`src/rtl/cache_bank_arbiter.sv`:
```
// cache_bank_arbiter: shares one dual-port cache bank among NUM_REQ requesters.
// Round-robin scan picks up to two requests per cycle (port A, then port B),
// skipping port-B candidates that would form a write hazard with port A.
// Bank commands are registered; responses return RD_LAT+1 cycles after grant.
// Optional build macro CACHE_ARB_PERF_EN adds the conflict_cnt_o hazard counter.
module cache_bank_arbiter #(
   parameter int NUM_REQ    = 4,
   parameter int DATA_WIDTH = 8,
   parameter int ADDR_WIDTH = 8,
   parameter int RD_LAT     = 1
) (
   input  logic                           clk_i,
   input  logic                           rst_ni,
   input  logic [NUM_REQ-1:0]             req_i,
   input  logic [NUM_REQ-1:0]             req_we_i,
   input  logic [NUM_REQ*ADDR_WIDTH-1:0]  req_addr_i,
   input  logic [NUM_REQ*DATA_WIDTH-1:0]  req_wdata_i,
   output logic [NUM_REQ-1:0]             gnt_o,
   output logic [NUM_REQ-1:0]             rsp_valid_o,
   output logic [NUM_REQ*DATA_WIDTH-1:0]  rsp_data_o,
   output logic [ADDR_WIDTH-1:0]          bank_addr_a_o,
   output logic [ADDR_WIDTH-1:0]          bank_addr_b_o,
   output logic [DATA_WIDTH-1:0]          bank_din_a_o,
   output logic [DATA_WIDTH-1:0]          bank_din_b_o,
   output logic                           bank_we_a_o,
   output logic                           bank_we_b_o,
   input  logic [DATA_WIDTH-1:0]          bank_dout_a_i,
   input  logic [DATA_WIDTH-1:0]          bank_dout_b_i
`ifdef CACHE_ARB_PERF_EN
   ,
   output logic [15:0]                    conflict_cnt_o
`endif
);

   localparam int IDW = $clog2(NUM_REQ);

   // round-robin pointer
   logic [IDW-1:0]        ptr_q, ptr_d;

   // unpacked request fields and scan order
   logic [ADDR_WIDTH-1:0] addr_w  [NUM_REQ];
   logic [DATA_WIDTH-1:0] wdata_w [NUM_REQ];
   logic [IDW-1:0]        scan_id [NUM_REQ];

   // arbitration result
   logic                  a_vld, b_vld;
   logic [IDW-1:0]        a_id, b_id;
   logic [IDW-1:0]        last_id;

   // bank command registers
   logic [ADDR_WIDTH-1:0] bank_addr_a_q, bank_addr_a_d, bank_addr_b_q, bank_addr_b_d;
   logic [DATA_WIDTH-1:0] bank_din_a_q, bank_din_a_d, bank_din_b_q, bank_din_b_d;
   logic                  bank_we_a_q, bank_we_a_d, bank_we_b_q, bank_we_b_d;

   // per-port tag pipeline: stages 0..RD_LAT-1, final stage is the response register
   logic                  tag_a_vld_q [RD_LAT];
   logic                  tag_a_we_q  [RD_LAT];
   logic [IDW-1:0]        tag_a_id_q  [RD_LAT];
   logic                  tag_b_vld_q [RD_LAT];
   logic                  tag_b_we_q  [RD_LAT];
   logic [IDW-1:0]        tag_b_id_q  [RD_LAT];

   logic [NUM_REQ-1:0]    rsp_valid_q, rsp_valid_d;
   logic [NUM_REQ-1:0]    rsp_from_b_q, rsp_from_b_d;
   logic [NUM_REQ-1:0]    rsp_rd_q, rsp_rd_d;

`ifdef CACHE_ARB_PERF_EN
   logic                  hazard_skip;
   logic [15:0]           conflict_cnt_q;
`endif

   // unpack requester fields and build the scan order starting at ptr
   for (genvar gi = 0; gi < NUM_REQ; gi++) begin : g_req
      logic [IDW:0] sum;
      assign addr_w[gi]  = req_addr_i[gi*ADDR_WIDTH +: ADDR_WIDTH];
      assign wdata_w[gi] = req_wdata_i[gi*DATA_WIDTH +: DATA_WIDTH];
      assign sum         = {1'b0, ptr_q} + (IDW+1)'(gi);
      assign scan_id[gi] = (sum >= (IDW+1)'(NUM_REQ)) ? IDW'(sum - (IDW+1)'(NUM_REQ))
                                                      : sum[IDW-1:0];
   end

   // round-robin scan: first pending wins A, first hazard-free later one wins B
   always_comb begin
      a_vld = 1'b0;
      b_vld = 1'b0;
      a_id  = '0;
      b_id  = '0;
`ifdef CACHE_ARB_PERF_EN
      hazard_skip = 1'b0;
`endif
      for (int k = 0; k < NUM_REQ; k++) begin
         if (req_i[scan_id[k]]) begin
            if (!a_vld) begin
               a_vld = 1'b1;
               a_id  = scan_id[k];
            end else if (!b_vld) begin
               if (!((addr_w[scan_id[k]] == addr_w[a_id]) &&
                     (req_we_i[scan_id[k]] || req_we_i[a_id]))) begin
                  b_vld = 1'b1;
                  b_id  = scan_id[k];
               end
`ifdef CACHE_ARB_PERF_EN
               else begin
                  hazard_skip = 1'b1;
               end
`endif
            end
         end
      end
   end

   // grant pulses, pointer advance and next bank command
   always_comb begin
      gnt_o = '0;
      if (rst_ni) begin
         if (a_vld) gnt_o[a_id] = 1'b1;
         if (b_vld) gnt_o[b_id] = 1'b1;
      end
      last_id = b_vld ? b_id : a_id;
      ptr_d   = ptr_q;
      if (a_vld) begin
         ptr_d = (last_id == IDW'(NUM_REQ-1)) ? '0 : last_id + 1'b1;
      end
      bank_addr_a_d = a_vld ? addr_w[a_id]  : '0;
      bank_din_a_d  = a_vld ? wdata_w[a_id] : '0;
      bank_we_a_d   = a_vld & req_we_i[a_id];
      bank_addr_b_d = b_vld ? addr_w[b_id]  : '0;
      bank_din_b_d  = b_vld ? wdata_w[b_id] : '0;
      bank_we_b_d   = b_vld & req_we_i[b_id];
   end

   // pointer and bank command registers
   always_ff @(posedge clk_i or negedge rst_ni) begin
      if (!rst_ni) begin
         ptr_q         <= '0;
         bank_addr_a_q <= '0;
         bank_din_a_q  <= '0;
         bank_we_a_q   <= 1'b0;
         bank_addr_b_q <= '0;
         bank_din_b_q  <= '0;
         bank_we_b_q   <= 1'b0;
      end else begin
         ptr_q         <= ptr_d;
         bank_addr_a_q <= bank_addr_a_d;
         bank_din_a_q  <= bank_din_a_d;
         bank_we_a_q   <= bank_we_a_d;
         bank_addr_b_q <= bank_addr_b_d;
         bank_din_b_q  <= bank_din_b_d;
         bank_we_b_q   <= bank_we_b_d;
      end
   end

   // decode the oldest tag stage into per-requester response controls
   always_comb begin
      rsp_valid_d  = '0;
      rsp_from_b_d = '0;
      rsp_rd_d     = '0;
      if (tag_a_vld_q[RD_LAT-1]) begin
         rsp_valid_d[tag_a_id_q[RD_LAT-1]] = 1'b1;
         rsp_rd_d[tag_a_id_q[RD_LAT-1]]    = !tag_a_we_q[RD_LAT-1];
      end
      if (tag_b_vld_q[RD_LAT-1]) begin
         rsp_valid_d[tag_b_id_q[RD_LAT-1]]  = 1'b1;
         rsp_from_b_d[tag_b_id_q[RD_LAT-1]] = 1'b1;
         rsp_rd_d[tag_b_id_q[RD_LAT-1]]     = !tag_b_we_q[RD_LAT-1];
      end
   end

   // tag pipeline shift; reset drops everything in flight
   always_ff @(posedge clk_i or negedge rst_ni) begin
      if (!rst_ni) begin
         for (int s = 0; s < RD_LAT; s++) begin
            tag_a_vld_q[s] <= 1'b0;
            tag_a_we_q[s]  <= 1'b0;
            tag_a_id_q[s]  <= '0;
            tag_b_vld_q[s] <= 1'b0;
            tag_b_we_q[s]  <= 1'b0;
            tag_b_id_q[s]  <= '0;
         end
         rsp_valid_q  <= '0;
         rsp_from_b_q <= '0;
         rsp_rd_q     <= '0;
      end else begin
         tag_a_vld_q[0] <= a_vld;
         tag_a_we_q[0]  <= req_we_i[a_id];
         tag_a_id_q[0]  <= a_id;
         tag_b_vld_q[0] <= b_vld;
         tag_b_we_q[0]  <= req_we_i[b_id];
         tag_b_id_q[0]  <= b_id;
         for (int s = 1; s < RD_LAT; s++) begin
            tag_a_vld_q[s] <= tag_a_vld_q[s-1];
            tag_a_we_q[s]  <= tag_a_we_q[s-1];
            tag_a_id_q[s]  <= tag_a_id_q[s-1];
            tag_b_vld_q[s] <= tag_b_vld_q[s-1];
            tag_b_we_q[s]  <= tag_b_we_q[s-1];
            tag_b_id_q[s]  <= tag_b_id_q[s-1];
         end
         rsp_valid_q  <= rsp_valid_d;
         rsp_from_b_q <= rsp_from_b_d;
         rsp_rd_q     <= rsp_rd_d;
      end
   end

   // read data is taken from the owning port in the response cycle; writes return 0
   for (genvar gi = 0; gi < NUM_REQ; gi++) begin : g_rsp
      assign rsp_data_o[gi*DATA_WIDTH +: DATA_WIDTH] =
         (rsp_valid_q[gi] && rsp_rd_q[gi]) ? (rsp_from_b_q[gi] ? bank_dout_b_i : bank_dout_a_i)
                                           : '0;
   end

   assign rsp_valid_o   = rsp_valid_q;
   assign bank_addr_a_o = bank_addr_a_q;
   assign bank_din_a_o  = bank_din_a_q;
   assign bank_we_a_o   = bank_we_a_q;
   assign bank_addr_b_o = bank_addr_b_q;
   assign bank_din_b_o  = bank_din_b_q;
   assign bank_we_b_o   = bank_we_b_q;

`ifdef CACHE_ARB_PERF_EN
   // saturating count of cycles where a port-B candidate was skipped for a hazard
   always_ff @(posedge clk_i or negedge rst_ni) begin
      if (!rst_ni) begin
         conflict_cnt_q <= '0;
      end else if (hazard_skip && (conflict_cnt_q != 16'hFFFF)) begin
         conflict_cnt_q <= conflict_cnt_q + 16'd1;
      end
   end
   assign conflict_cnt_o = conflict_cnt_q;
`endif

endmodule

```
`config.mk`:
```
export PLATFORM = sky130hd
export DESIGN_NAME = cache_bank_arbiter
export DESIGN_NICKNAME = d
export VERILOG_FILES = /design/src/rtl/cache_bank_arbiter.sv
export SDC_FILE = /design/constraint.sdc
export NUM_CORES = 1
export LEC_CHECK = 0
export ABC_CLOCK_PERIOD_IN_PS = 5600
export CELL_PAD_IN_SITES_DETAIL_PLACEMENT = 0
export CELL_PAD_IN_SITES_GLOBAL_PLACEMENT = 1
export CORE_MARGIN = 10
export CORE_UTILIZATION = 38
export CTS_BUF_LIST = sky130_fd_sc_hd__clkbuf_16
export CTS_CLUSTER_DIAMETER = 100
export DETAILED_ROUTE_END_ITERATION = 10
export PLACE_DENSITY = 0.91
export SETUP_SLACK_MARGIN = 0.1
export SLEW_MARGIN = 20
export SYNTH_ARGS = -nofsm -noshare
export SYNTH_HDL_FRONTEND = slang
export SYNTH_SLANG_ARGS = --single-unit
```
`constraint.sdc`:
```
create_clock -name clk_i -period 5.6 [get_ports clk_i]
set_input_delay 0.56 -clock clk_i [delete_from_list [all_inputs] [get_ports clk_i]]
set_output_delay 0.56 -clock clk_i [all_outputs]
set_load 0.01 [all_outputs]
```
## Word-level counts from Yosys, hierarchy flattened

Cells that the tools add are included.
Widths: inputs -> output; s select.

- Output and inout port bits: 74
- Register bits after elaboration: 56
- Word-level logic and storage cells: 207
- Input port bits: 90

- Mux-type cells: 123
- Add/subtract/negate cells: 8
- Reductions and logical operators: 16
- Eq/ne operators: 4
- Bitwise operators: 13
- $lt $le $gt $ge: 27

Operators by type and width:

| operator | count |
|---|---|
| $mux 8 | 32 |
| $bmux 8 s2 | 10 |
| $mux 2 | 24 |
| $mux 4 | 9 |
| $ge 3x3->1 const B | 11 |
| $lt 2x3->1 const B | 11 |
| $mux 1 | 31 |
| $bmux 1 s2 | 12 |
| $eq 8x8->1 | 3 |
| $not 2->3 | 8 |
| $logic_and 1x1->1 | 11 |
| $demux 1 s2 | 4 |
| $ge 2x1->1 const B | 4 |
| $or 4x4->4 | 2 |
| $sub 2x1->2 const B | 4 |
| $add 2x2->3 const B | 2 |
| $and 4x4->4 | 1 |
| $bwmux 4 | 1 |
| $add 2x1->3 const B | 1 |
| $ge 2x3->1 const B | 1 |
| $logic_or 1x1->1 | 3 |
| $add 2x1->2 const B | 1 |
| $and 1x1->1 | 2 |
| $eq 2x2->1 const B | 1 |
| $logic_not 1->1 | 2 |

## Depth between registers and ports, before layout

Gate-level depths: netlist (run 1).

- Depth in word-level cells: 29
- Gate-level depth with buffers: 24
- Depth with buffers taken out: 16

## Worst setup path before layout (run 1)

No wires, ideal clock.

- Path type: register to output
- Start: register ptr_q[1]
- End: output port gnt_o[2]
- Data required time: 5.040 ns
- Cell stages (with the launch flop): 19
- Data arrival time: 4.791 ns
- Setup slack: 0.249 ns
- Path buffers: 7
- Cells stage by stage: dfrtp_1 > buf_6 > buf_8 > buf_6 > buf_2 > clkbuf_1 > o21ai_0 > ha_1 > inv_1 > buf_2 > mux4_2 > xor2_1 > nor4_1 > a31oi_1 > a2111oi_0 > o21a_1 > clkbuf_1 > o32ai_1 > a21boi_0

- Longest elaborated chain between the ends: 29
- Elaborated cells on any way between the ends: 116
- Those cells by class: 7 x add/sub; 8 x order compare; 3 x eq/ne; 83 x mux; 7 x bitwise; 8 x reduce/logical

Ends and longest elaborated chain:

| what | line | source |
|---|---|---|
| start, declared | 38 | `logic [IDW-1:0] ptr_q, ptr_d;` |
| start signal, assigned | 143 | `ptr_q <= ptr_d;` |
| $ge 2x3->1 / $sub 2x1->2 (equally long branches) | 78 | `assign scan_id[gi] = (sum >= (IDW+1)'(NUM_REQ)) ? IDW'(sum - (IDW+1)'(NUM_REQ))` |
| $mux 2 | 78 |  |
| $bmux 1 s2 | 92 | `if (req_i[scan_id[k]]) begin` |
| $mux 1 (implied by the code) | 92 |  |
| $mux 2 | 92 |  |
| $not 2->3 (implied by the code) | 97 | `if (!((addr_w[scan_id[k]] == addr_w[a_id]) &&` |
| $bmux 8 s2 | 97 |  |
| $mux 8 (implied by the code) (2 in series) | 97 |  |
| (+12 left out) | n/a |  |
| $mux 2 | 92 |  |
| $lt 2x3->1 (implied by the code) / $ge 2x1->1 (equally long branches) | 117 | `if (b_vld) gnt_o[b_id] = 1'b1;` |
| $logic_and 1x1->1 (implied by the code) | 117 |  |
| $mux 1 (implied by the code) | 117 |  |
| $demux 1 s2 | 117 |  |
| $or 4x4->4 (no line) | n/a |  |
| $mux 4 (*) | 117 |  |
| $mux 4 (*) | 115 | `if (rst_ni) begin` |
| end, declared | 18 | `output logic [NUM_REQ-1:0] gnt_o,` |

Every way passes the cells marked *; elsewhere a longest branch is shown, timed or not. The select of a mux whose other input is x is not followed.

## Final worst setup path (run 1)

- Start: input port req_i[3]
- End: output port gnt_o[1]

- Longest elaborated chain between the ends: 27
- Elaborated cells on any way between the ends: 83
- Those cells by class: 4 x order compare; 3 x eq/ne; 64 x mux; 4 x bitwise; 8 x reduce/logical

Ends and longest elaborated chain:

| what | line | source |
|---|---|---|
| start, declared | 14 | `input logic [NUM_REQ-1:0] req_i,` |
| $bmux 1 s2 | 92 |  |
| $mux 1 (implied by the code) | 92 |  |
| $mux 2 | 92 |  |
| $not 2->3 (implied by the code) | 97 |  |
| $bmux 8 s2 | 97 |  |
| $mux 8 (implied by the code) (2 in series) | 97 |  |
| $eq 8x8->1 | 97 |  |
| $logic_and 1x1->1 | 97 |  |
| (+10 left out) | n/a |  |
| $mux 2 | 92 |  |
| $lt 2x3->1 (implied by the code) / $ge 2x1->1 (equally long branches) | 117 |  |
| $logic_and 1x1->1 (implied by the code) | 117 |  |
| $mux 1 (implied by the code) | 117 |  |
| $demux 1 s2 | 117 |  |
| $or 4x4->4 (no line) | n/a |  |
| $mux 4 (*) | 117 |  |
| $mux 4 (*) | 115 |  |

Marks and branches as above.

==> impl_metrics.ini, run 1 <==
[critical_path]
crit_arrival_ps = 4780
worstSetupPathType = in -> out
end_kind = output pin
critPathLaunchType = input port
crit_slowest_cell = clkdlybuf4s50_1
critical_path.most_common_cell = buf_4
crit_start = req_i[3]
timing.rr.end = tag_b_we_q$_DFF_PN0_
r2r_start = ptr_q[1]$_DFFE_PN0N_
r2r_slack_ps = 1150
required_ps = 5040
cpPeakStageDelay_ps = 570
crit_fanout = 6
rr_worst_depth = 16
path_cells = clkdlybuf4s50_1 > and2_1 > o21ai_2 > o21ai_1 > ha_1 > buf_4 > a2111o_1 > buf_4 > and3_1 > a211oi_1 > o21ai_0 > nand4b_1 > o31ai_4 > buf_4 > nor4_4 > o21bai_1 > a21boi_0 > clkdlybuf4s50_1

[yosys]
yosysMostFrequentCell = mux2i_1
post_synth_num_cell_types = 73
synth-edff-count = 0
synthTopCellsByCount = mux2i_1 (79), nand2_1 (67), o21ai_0 (66), nor2_1 (58), dfrtp_1 (56)
synthCells = 784
syn_nets = 875
ys.flop_type = dfrtp_1
ys_seq_area_share_pct = 21.2
synth-seq-cells = 56
synth_area_leaders = dfrtp_1 (21%), mux2i_1 (12%), mux4_2 (12%), o21ai_0 (5.0%), o211ai_1 (4.3%)
synth_area_um2 = 6610
yosysWarnings = 0
yosys.area.top_type = dfrtp_1
async_flop_share_pct = 100
synth_area_per_cell_um2 = 8.43
yosys.area.top_type_share_pct = 21.2

[power]
ir_drop_v = 0.000325
p_leak_nw = 3.50
p_per_area_nw_per_um2 = 606

[timing]
setup_tns_ps = 0
hold_viol = 0
fin_crit_ps = 5340
worstMarginPinSlew_ps = 858
whs_ps = 404
setup_violations = 0
skew_ps = 8.56
rsz0062_at_grt = yes
period_share_pct = 95.4
drv_slew = 0
max_slew_margin_pct = 42.8
max_freq_mhz = 187

[clock_network]
clock_latency_ps = 300
ctsHoldBuffers = 0
cts_sinks = 56
htreeDepth = 2
cts_buffers = 5
cts_tree = yes
root_buffer = clkbuf_16
clockBufferDepth = 2
clkTransAtPathRegs_ps = 70

[placed_design]
io_buffers = 163
post-dp-hpwl_mm = 17.7
place_congestion = 0.969

[run_status]
status = finished, final reports clean

[global_routing]
grt_pass1_vias = 6828
grt_start_max_net_pins = 61
track_usage_pct = 20.0
antenna_found_initial = 3
grt_first_pass_wirelength_mm = 38.9
grt_overflow = 0

[final_layout]
drive_above_1_share_pct = 16.9
ff_latch_area_um2 = 1400
fin_nets = 1038
multiInputGateArea_um2 = 4880
area_growth_syn_to_layout_pct = 35.7
num-fill-cells = 1624

[floorplan]
io_pins = 164
fp.dieW_um = 152
die-area_um2 = 23100
core_area_um2 = 17200
die_h_um = 152
num_rows = 48
start_util_pct = 38.5

[drt]
viasPerCell = 6.03
wl_per_cell_um = 20.9
routed_wl_mm = 24.6
drtIter0Drc = 814
drtAntennaViolNets = 0
vias = 7087
drcViolationCount = 0
detail_route.first_pass.iterations = 7

[job]
maxCapViolations = 0

[min_path]
hp-class = in -> async
flip-flops by register name, indices dropped and copies added, names as in the netlist:
| register | flops |
|---|---|
| bank_addr_a_o | 8 |
| bank_addr_b_o | 8 |
| bank_din_a_o | 8 |
| bank_din_b_o | 8 |
| bank_we_a_o | 1 |
| bank_we_b_o | 1 |
| ptr_q | 2 |
| rsp_from_b_q | 4 |
| rsp_rd_q | 4 |
| rsp_valid_o | 4 |
| tag_a_id_q | 2 |
| tag_a_vld_q | 1 |
| tag_a_we_q | 1 |
| tag_b_id_q | 2 |
| tag_b_vld_q | 1 |
| tag_b_we_q | 1 |
worst max-delay path by stage:
stage | to | cells after the start | slack (ps)
3_3_place_gp | gnt_o[2] | 17 | 20
5_1_grt | gnt_o[1] | 18 | 40
3_5_place_dp | gnt_o[2] | 17 | -80
6_report | gnt_o[1] | 18 | 260
2_1_floorplan | gnt_o[2] | 18 | 250
4_1_cts | gnt_o[3] | 19 | 110
cells by family after synthesis:
logic type	share of synthesized area [%]
fa+ha+maj	0.189
xor+xnor	2.78
compound gates	22.0
simple gates	21.4
mux	25.8
buf+inv	6.68
flops	21.2
per-layer routing:
layer  vias to the layer above  routed length (um)  GRT usage, %
met2                       373               11300          30.8
met4                         0                 477          6.56
met5                         -                   0             0
met1                      3391               11000          28.0
li1                       3290                   -             -
met3                        33                1840          2.74
worst max-delay path: cells and delay by family:
kind / cells / cell delay (ps)
simple gates: 4 / 790
compound gates: 8 / 1580
buf+inv: 5 / 1520
fa+ha+maj: 1 / 340
cell usage in the layout, fill, tap and decap left out, types with 3 or more instances in the layout:
cell / count
clkdlybuf4s50_1: 159
mux2i_1: 79
buf_4: 68
nand2_1: 67
o21ai_0: 63
nor2_1: 58
dfrtp_1: 54
nand3_1: 51
o211ai_1: 38
or4_1: 36
mux4_2: 34
and2_1: 25
a21oi_1: 21
a22o_1: 18
a211oi_1: 11
mux2_2: 11
inv_1: 11
xnor2_1: 10
xor2_1: 9
o21a_1: 8
nor3_1: 6
inv_2: 5
and3_1: 5
a21o_1: 5
clkbuf_16: 5
nor2b_1: 4
o21ai_2: 4
a211oi_2: 4
nand2b_1: 4
diode_2: 3
o21ai_1: 3
o22ai_1: 3
o32ai_1: 3
nand4b_1: 3
report_power, final:
part	switching, mW	internal (mW)	leakage, nW
clock network	0.157	0.170	0.0748
logic	2.27	2.09	2.74
registers	0.137	0.604	0.687
through the flow:
step | worst slack (ps) | cells | power (mW) | util, % | cell area, um^2
2_1_floorplan | 249 | 784 | 3.57 | - | 6610
3_3_place_gp | 21.3 | 1159 | 4.87 | 50.5 | 8670
3_5_place_dp | -79.4 | 1159 | 4.92 | 50.5 | 8670
4_1_cts | 108 | 1170 | 5.36 | 51.8 | 8900
5_1_grt | 40.0 | 1176 | 5.82 | 52.2 | 8970
6_report | 257 | 1176 | 5.44 | 52.2 | 8970
final cells by class:
type | instances | area share (%)
Timing Repair Buffer | 233 | 24.3
Antenna cell | 3 | 0.0837
Clock buffer | 5 | 1.39
Inverter | 17 | 0.711
Multi-Input combinational cell | 634 | 54.4
Tap cell | 225 | 3.14
Clock inverter | 3 | 0.293
Sequential cell | 56 | 15.6
what timing repair did:
| item | in CTS | in global routing |
|---|---|---|
| endpoints found under the setup margin | 4 | 4 |
| hold endpoints to repair | 0 | 0 |
| setup buffers | 3 | 3 |
| resized for setup | 10 | 11 |
| cloned | 0 | 0 |
| pin swaps | 2 | 5 |
No activity file was read; power rests on OpenSTA's default activity.
==> run 2, diff against run 1 <==
CORE_MARGIN = 4   (was 10)
==> run 2 against run 1 <==
  * Register-to-register slack hardly changed
  * Sequential power about the same
  * Via count decreased by 0.52%
  * Cell area up 0.39%
  * Clock skew shrank 3.8 ps
  * Power is 0.55% higher
  * Critical path type unchanged
  * Largest power group unchanged
==> impl_metrics.ini, run 2 (synthesis results as in run 1) <==
[drt]
detail_route.first_pass.iterations = 5
drtIter0Drc = 721
vias = 7050
wl_per_cell_um = 19.8
drcViolationCount = 0
drtAntennaViolNets = 0
viasPerCell = 6.03
routed_wl_mm = 23.1

[final_layout]
final_common_cell = clkdlybuf4s50_1
layout_common_cells = clkdlybuf4s50_1 (159), mux2i_1 (78), buf_4 (68)
fin_nets = 1040
drive_above_1_share_pct = 17.7
diodes = 0
num-fill-cells = 1571
multiInputGateArea_um2 = 4900
area_growth_syn_to_layout_pct = 36.2
ff_latch_area_um2 = 1400
fin_cells = 1170
design_area_um2 = 9010

[timing]
setup_violations = 0
period_share_pct = 94.8
worstMarginPinSlew_ps = 782
hold_viol = 0
max_freq_mhz = 188
fin_crit_ps = 5310
rsz0062_at_grt = yes
max_slew_margin_pct = 47.5
drv_slew = 0
skew_ps = 4.75
setup_tns_ps = 0

[global_routing]
grt_pass1_vias = 6660
grt_first_pass_wirelength_mm = 36.4
grt.busiest_layer = met2
grt_use_met1_pct = 31.8
antenna_found_initial = 0
grt_overflow = 0
track_usage_pct = 22.5
use_met3_pct = 3.65
grt_start_max_net_pins = 55
grt_use_met2_pct = 35.8

[critical_path]
worstSetupPathType = in -> out
critical_path.top_delay_family = buffers and inverters
crit_fanout = 4
path_cells = clkdlybuf4s50_1 > nor2b_4 > o21ai_2 > o21ai_2 > ha_2 > buf_4 > a2111o_1 > nand2_2 > buf_4 > mux4_2 > xor2_1 > o31ai_4 > buf_6 > nor4_4 > o21ai_0 > a21boi_0 > clkdlybuf4s50_1
end_kind = output pin
required_ps = 5040
timing.rr.end = bank_addr_b_o[6]$_DFF_PN0_
critPathBufInv = 5
crit_slowest_cell = clkdlybuf4s50_1
critPathLaunchType = input port
r2r_start = ptr_q[1]$_DFFE_PN0N_
rr_worst_depth = 16
cpPeakStageDelay_ps = 570
r2r_slack_ps = 1160
crit_arrival_ps = 4750

[power]
p_leak_nw = 3.53
total_power_mw = 5.47
p_per_area_nw_per_um2 = 607
ir_drop_v = 0.000419

[clock_network]
ctsHoldBuffers = 0
htreeDepth = 2
cts_sinks = 56
clkTransAtPathRegs_ps = 70
cts_buffers = 5
clock_latency_ps = 290
root_buffer = clkbuf_16
cts_tree = yes
clockBufferDepth = 2

[floorplan]
num_rows = 47
io_pins = 164
core_area_um2 = 16800
start_util_pct = 39.3
die-area_um2 = 19600
fp.dieW_um = 140
die_h_um = 140

[placed_design]
place_area_um2 = 8710
post-place-cells = 1160
io_buffers = 163
post-dp-hpwl_mm = 16.9
place_congestion = 0.960

[job]
maxCapViolations = 0

[min_path]
hp-class = in -> async

[run_status]
status = finished, final reports clean
## run 2: cell count changes in the layout (fill, tap and decap cells not counted), sizes merged
cell	before	now
buf	71	73
bufinv	0	1
clkinvlp	0	1
diode	3	0
dlygate4sd2	1	0
dlymetal6s2s	2	3
inv	18	16
## run 2: how the worst max path moves through the flow
stage / startpoint / end / slack (ps) / depth (start not counted)
after floorplan: ptr_q[1]$_DFFE_PN0N_ / gnt_o[2] / 250 / 18
after global placement: req_i[0] / gnt_o[0] / 40 / 17
after detailed placement: req_i[0] / gnt_o[0] / -70 / 19
after CTS: req_i[0] / gnt_o[3] / 100 / 19
after global routing: req_i[2] / gnt_o[0] / 30 / 18
final: req_i[2] / gnt_o[0] / 290 / 17
## run 2: stage by stage
step	hold slack (ps)	utilization [%]	setup slack, ps
floorplan	264	-	249
global placement	432	51.8	37.8
detailed placement	430	51.8	-73.5
CTS	108	53.0	101
global route	101	53.5	33.9
finish	111	53.5	292
## run 2: area by class of cell
| class | count | share of cell area (%) |
|---|---|---|
| multi-input combinational | 634 | 54.4 |
| timing repair buffer | 235 | 24.4 |
| sequential | 56 | 15.6 |
| tap | 220 | 3.06 |
| clock buffer | 5 | 1.39 |
| inverter | 17 | 0.709 |
| clock inverter | 3 | 0.472 |
## run 2: what timing repair did
| action | in CTS | in global routing |
|---|---|---|
| setup buffers | 0 | 2 |
| resized for setup | 9 | 20 |
| pin swaps | 0 | 6 |
| cloned | 0 | 0 |
| setup endpoints to repair | 4 | 4 |
## run 2: report_power, final
part           switching (mW)  total, mW  internal [mW]
logic                    2.25       4.37           2.12
clock network           0.143      0.353          0.210
registers               0.136      0.739          0.604
## run 2: worst register-to-register path, delay by kind of cell, from the launching register on
| kind | cells | cell delay (ps) |
|---|---|---|
| buffers and inverters | 6 | 1250 |
| DFF | 1 | 600 |
| and+or+nand+nor | 5 | 1210 |
| AOI/OAI and AO/OA | 5 | 1280 |
## run 2: per-layer routing
metal  up-vias  part of all wire (%)
met5         -                     0
met4         0                   2.1
met3        31                   9.4
met2       382                    46
met1      3344                    42
li1       3293                     -
==> run 3, diff against run 2 <==
CTS_BUF_LIST = sky130_fd_sc_hd__clkbuf_4   (was sky130_fd_sc_hd__clkbuf_16)
SLEW_MARGIN = unset   (was 20)
==> run 3 against run 2 <==
  * Worst setup slack got worse by 6.7 ps
  * Combinational power about the same
  * Power fell by 2.3%
  * Sequential power is essentially flat
  * Cell area is 0.75% lower
  * Global-route usage down 0.058 points
  * Register-to-register slack better by 40 ps
  * Sequential share of layout area rose by 0.15 points
  * Via count shrank 0.38%
  * Clock-buffer cell count unchanged
  * Final cell count is essentially flat
  * Maximum frequency is 0.13% lower
  * Critical endpoint unchanged
==> impl_metrics.ini, run 3 (synthesis results as in run 1) <==
[global_routing]
use_met3_pct = 3.61
grt_use_met2_pct = 35.5
grt_pass1_vias = 6635
track_usage_pct = 22.4
grt_use_met1_pct = 32.0
grt_first_pass_wirelength_mm = 36.3
grt_overflow = 0
antenna_found_initial = 0
grt.busiest_layer = met2
grt_start_max_net_pins = 55

[clock_network]
cts_buffers = 5
clockBufferDepth = 2
root_buffer = clkbuf_4
htreeDepth = 2
clock_latency_ps = 390
cts_sinks = 56
clkTransAtPathRegs_ps = 160
cts_tree = yes

[critical_path]
end_kind = output pin
required_ps = 5040
crit_fanout = 6
worstSetupPathType = in -> out
crit_arrival_ps = 4750
r2r_start = ptr_q[0]$_DFFE_PN0N_
crit_start = req_i[0]
critPathLaunchType = input port

[final_layout]
layout_common_cells = clkdlybuf4s50_1 (159), mux2i_1 (78), nand2_1 (67)
fin_nets = 1041
multiInputGateArea_um2 = 4900
ff_latch_area_um2 = 1410
area_growth_syn_to_layout_pct = 35.2
final_common_cell = clkdlybuf4s50_1
num-fill-cells = 1580
drive_above_1_share_pct = 17.7
diodes = 0

[floorplan]
die-area_um2 = 19600
io_pins = 164
die_h_um = 140
core_area_um2 = 16800
num_rows = 47
fp.dieW_um = 140
start_util_pct = 39.3

[drt]
wl_per_cell_um = 19.7
routed_wl_mm = 23.1
drcViolationCount = 0
vias = 7023
drtIter0Drc = 665
detail_route.first_pass.iterations = 5
viasPerCell = 6.00
drtAntennaViolNets = 0

[timing]
whs_ps = 535
max_slew_margin_pct = 47.3
setup_tns_ps = 0
drv_slew = 0
skew_ps = 8.24
setup_violations = 0
rsz0062_at_grt = yes
timing.final.ws_setup_ps = 285
worstMarginPinSlew_ps = 786
hold_viol = 0
fin_crit_ps = 5310
period_share_pct = 94.9
max_freq_mhz = 188

[min_path]
worstHoldStart = tag_b_id_q[0]$_DFF_PN0_
hp-class = reg -> reg

[power]
ir_drop_v = 0.000380
p_per_area_nw_per_um2 = 597
p_leak_nw = 3.50

[placed_design]
io_buffers = 163
place_congestion = 0.960
post-dp-hpwl_mm = 16.9
pre_cts_ws_ps = -73.5

[job]
maxCapViolations = 0

[run_status]
status = finished, final reports clean
[run 3: per-stage QoR]
stage          utilization (%)  cells  instance area (um^2)  power [mW]
6_report                  53.1   1171                  8940        5.34
5_1_grt                   53.1   1171                  8940        5.74
4_1_cts                   52.6   1169                  8840        5.23
3_5_place_dp              51.8   1160                  8710        4.96
3_3_place_gp              51.8   1160                  8710        4.93
2_1_floorplan                -    784                  6610        3.57
[run 3: final cells by class]
cell class                 count  area share [%]
timing repair buffer         236            24.8
inverter                      17           0.714
multi-input combinational    634            54.8
clock buffer                   5           0.420
tap                          220            3.08
sequential                    56            15.7
clock inverter                 3           0.476
[run 3: path summary, 6_finish.rpt]
path | to | depth (start not counted) | slack (ps)
max in group asynchronous | rsp_rd_q[3]$_DFF_PN0_ | 3 | 4140
worst min register to register | rsp_from_b_q[2]$_DFF_PN0_ | 1 | 530
worst min-delay path | rsp_from_b_q[2]$_DFF_PN0_ | 1 | 530
worst max-delay path | gnt_o[0] | 18 | 290
min in group asynchronous | ptr_q[1]$_DFFE_PN0N_ | 2 | 540
worst max register to register | bank_addr_b_o[6]$_DFF_PN0_ | 19 | 1200
[run 3: worst max-delay path, stage by stage]
cell,delay (ps)
clkdlybuf4s50_1,470
nor2b_2,160
a21oi_1,60
o21ai_2,150
ha_2,320
mux2i_4,230
buf_6,170
mux2i_2,230
o22ai_1,110
nand2_1,100
o2111ai_1,110
or4_4,530
buf_4,170
o211ai_1,280
xnor2_2,200
o21ai_0,120
a21boi_0,210
clkdlybuf4s50_1,570
[run 3: routing by layer]
metal,share of wire (%),vias to the layer above
li1,-,3288
met1,43,3321
met2,46,378
met3,9.2,36
met4,2.1,0
met5,0,-
[run 3: power breakdown]
group,switching [mW],total [mW],internal [mW]
clock,0.130,0.224,0.0933
combinational,2.25,4.38,2.13
sequential,0.136,0.739,0.603
[run 3: what timing repair did]
| action | in CTS | in global routing |
|---|---|---|
| endpoints found under the setup margin | 4 | 4 |
| pin swaps | 0 | 6 |
| hold buffers | 1 | 0 |
| resized for setup | 10 | 22 |
| endpoints found under the hold margin | 2 | 0 |
| setup buffers | 0 | 2 |
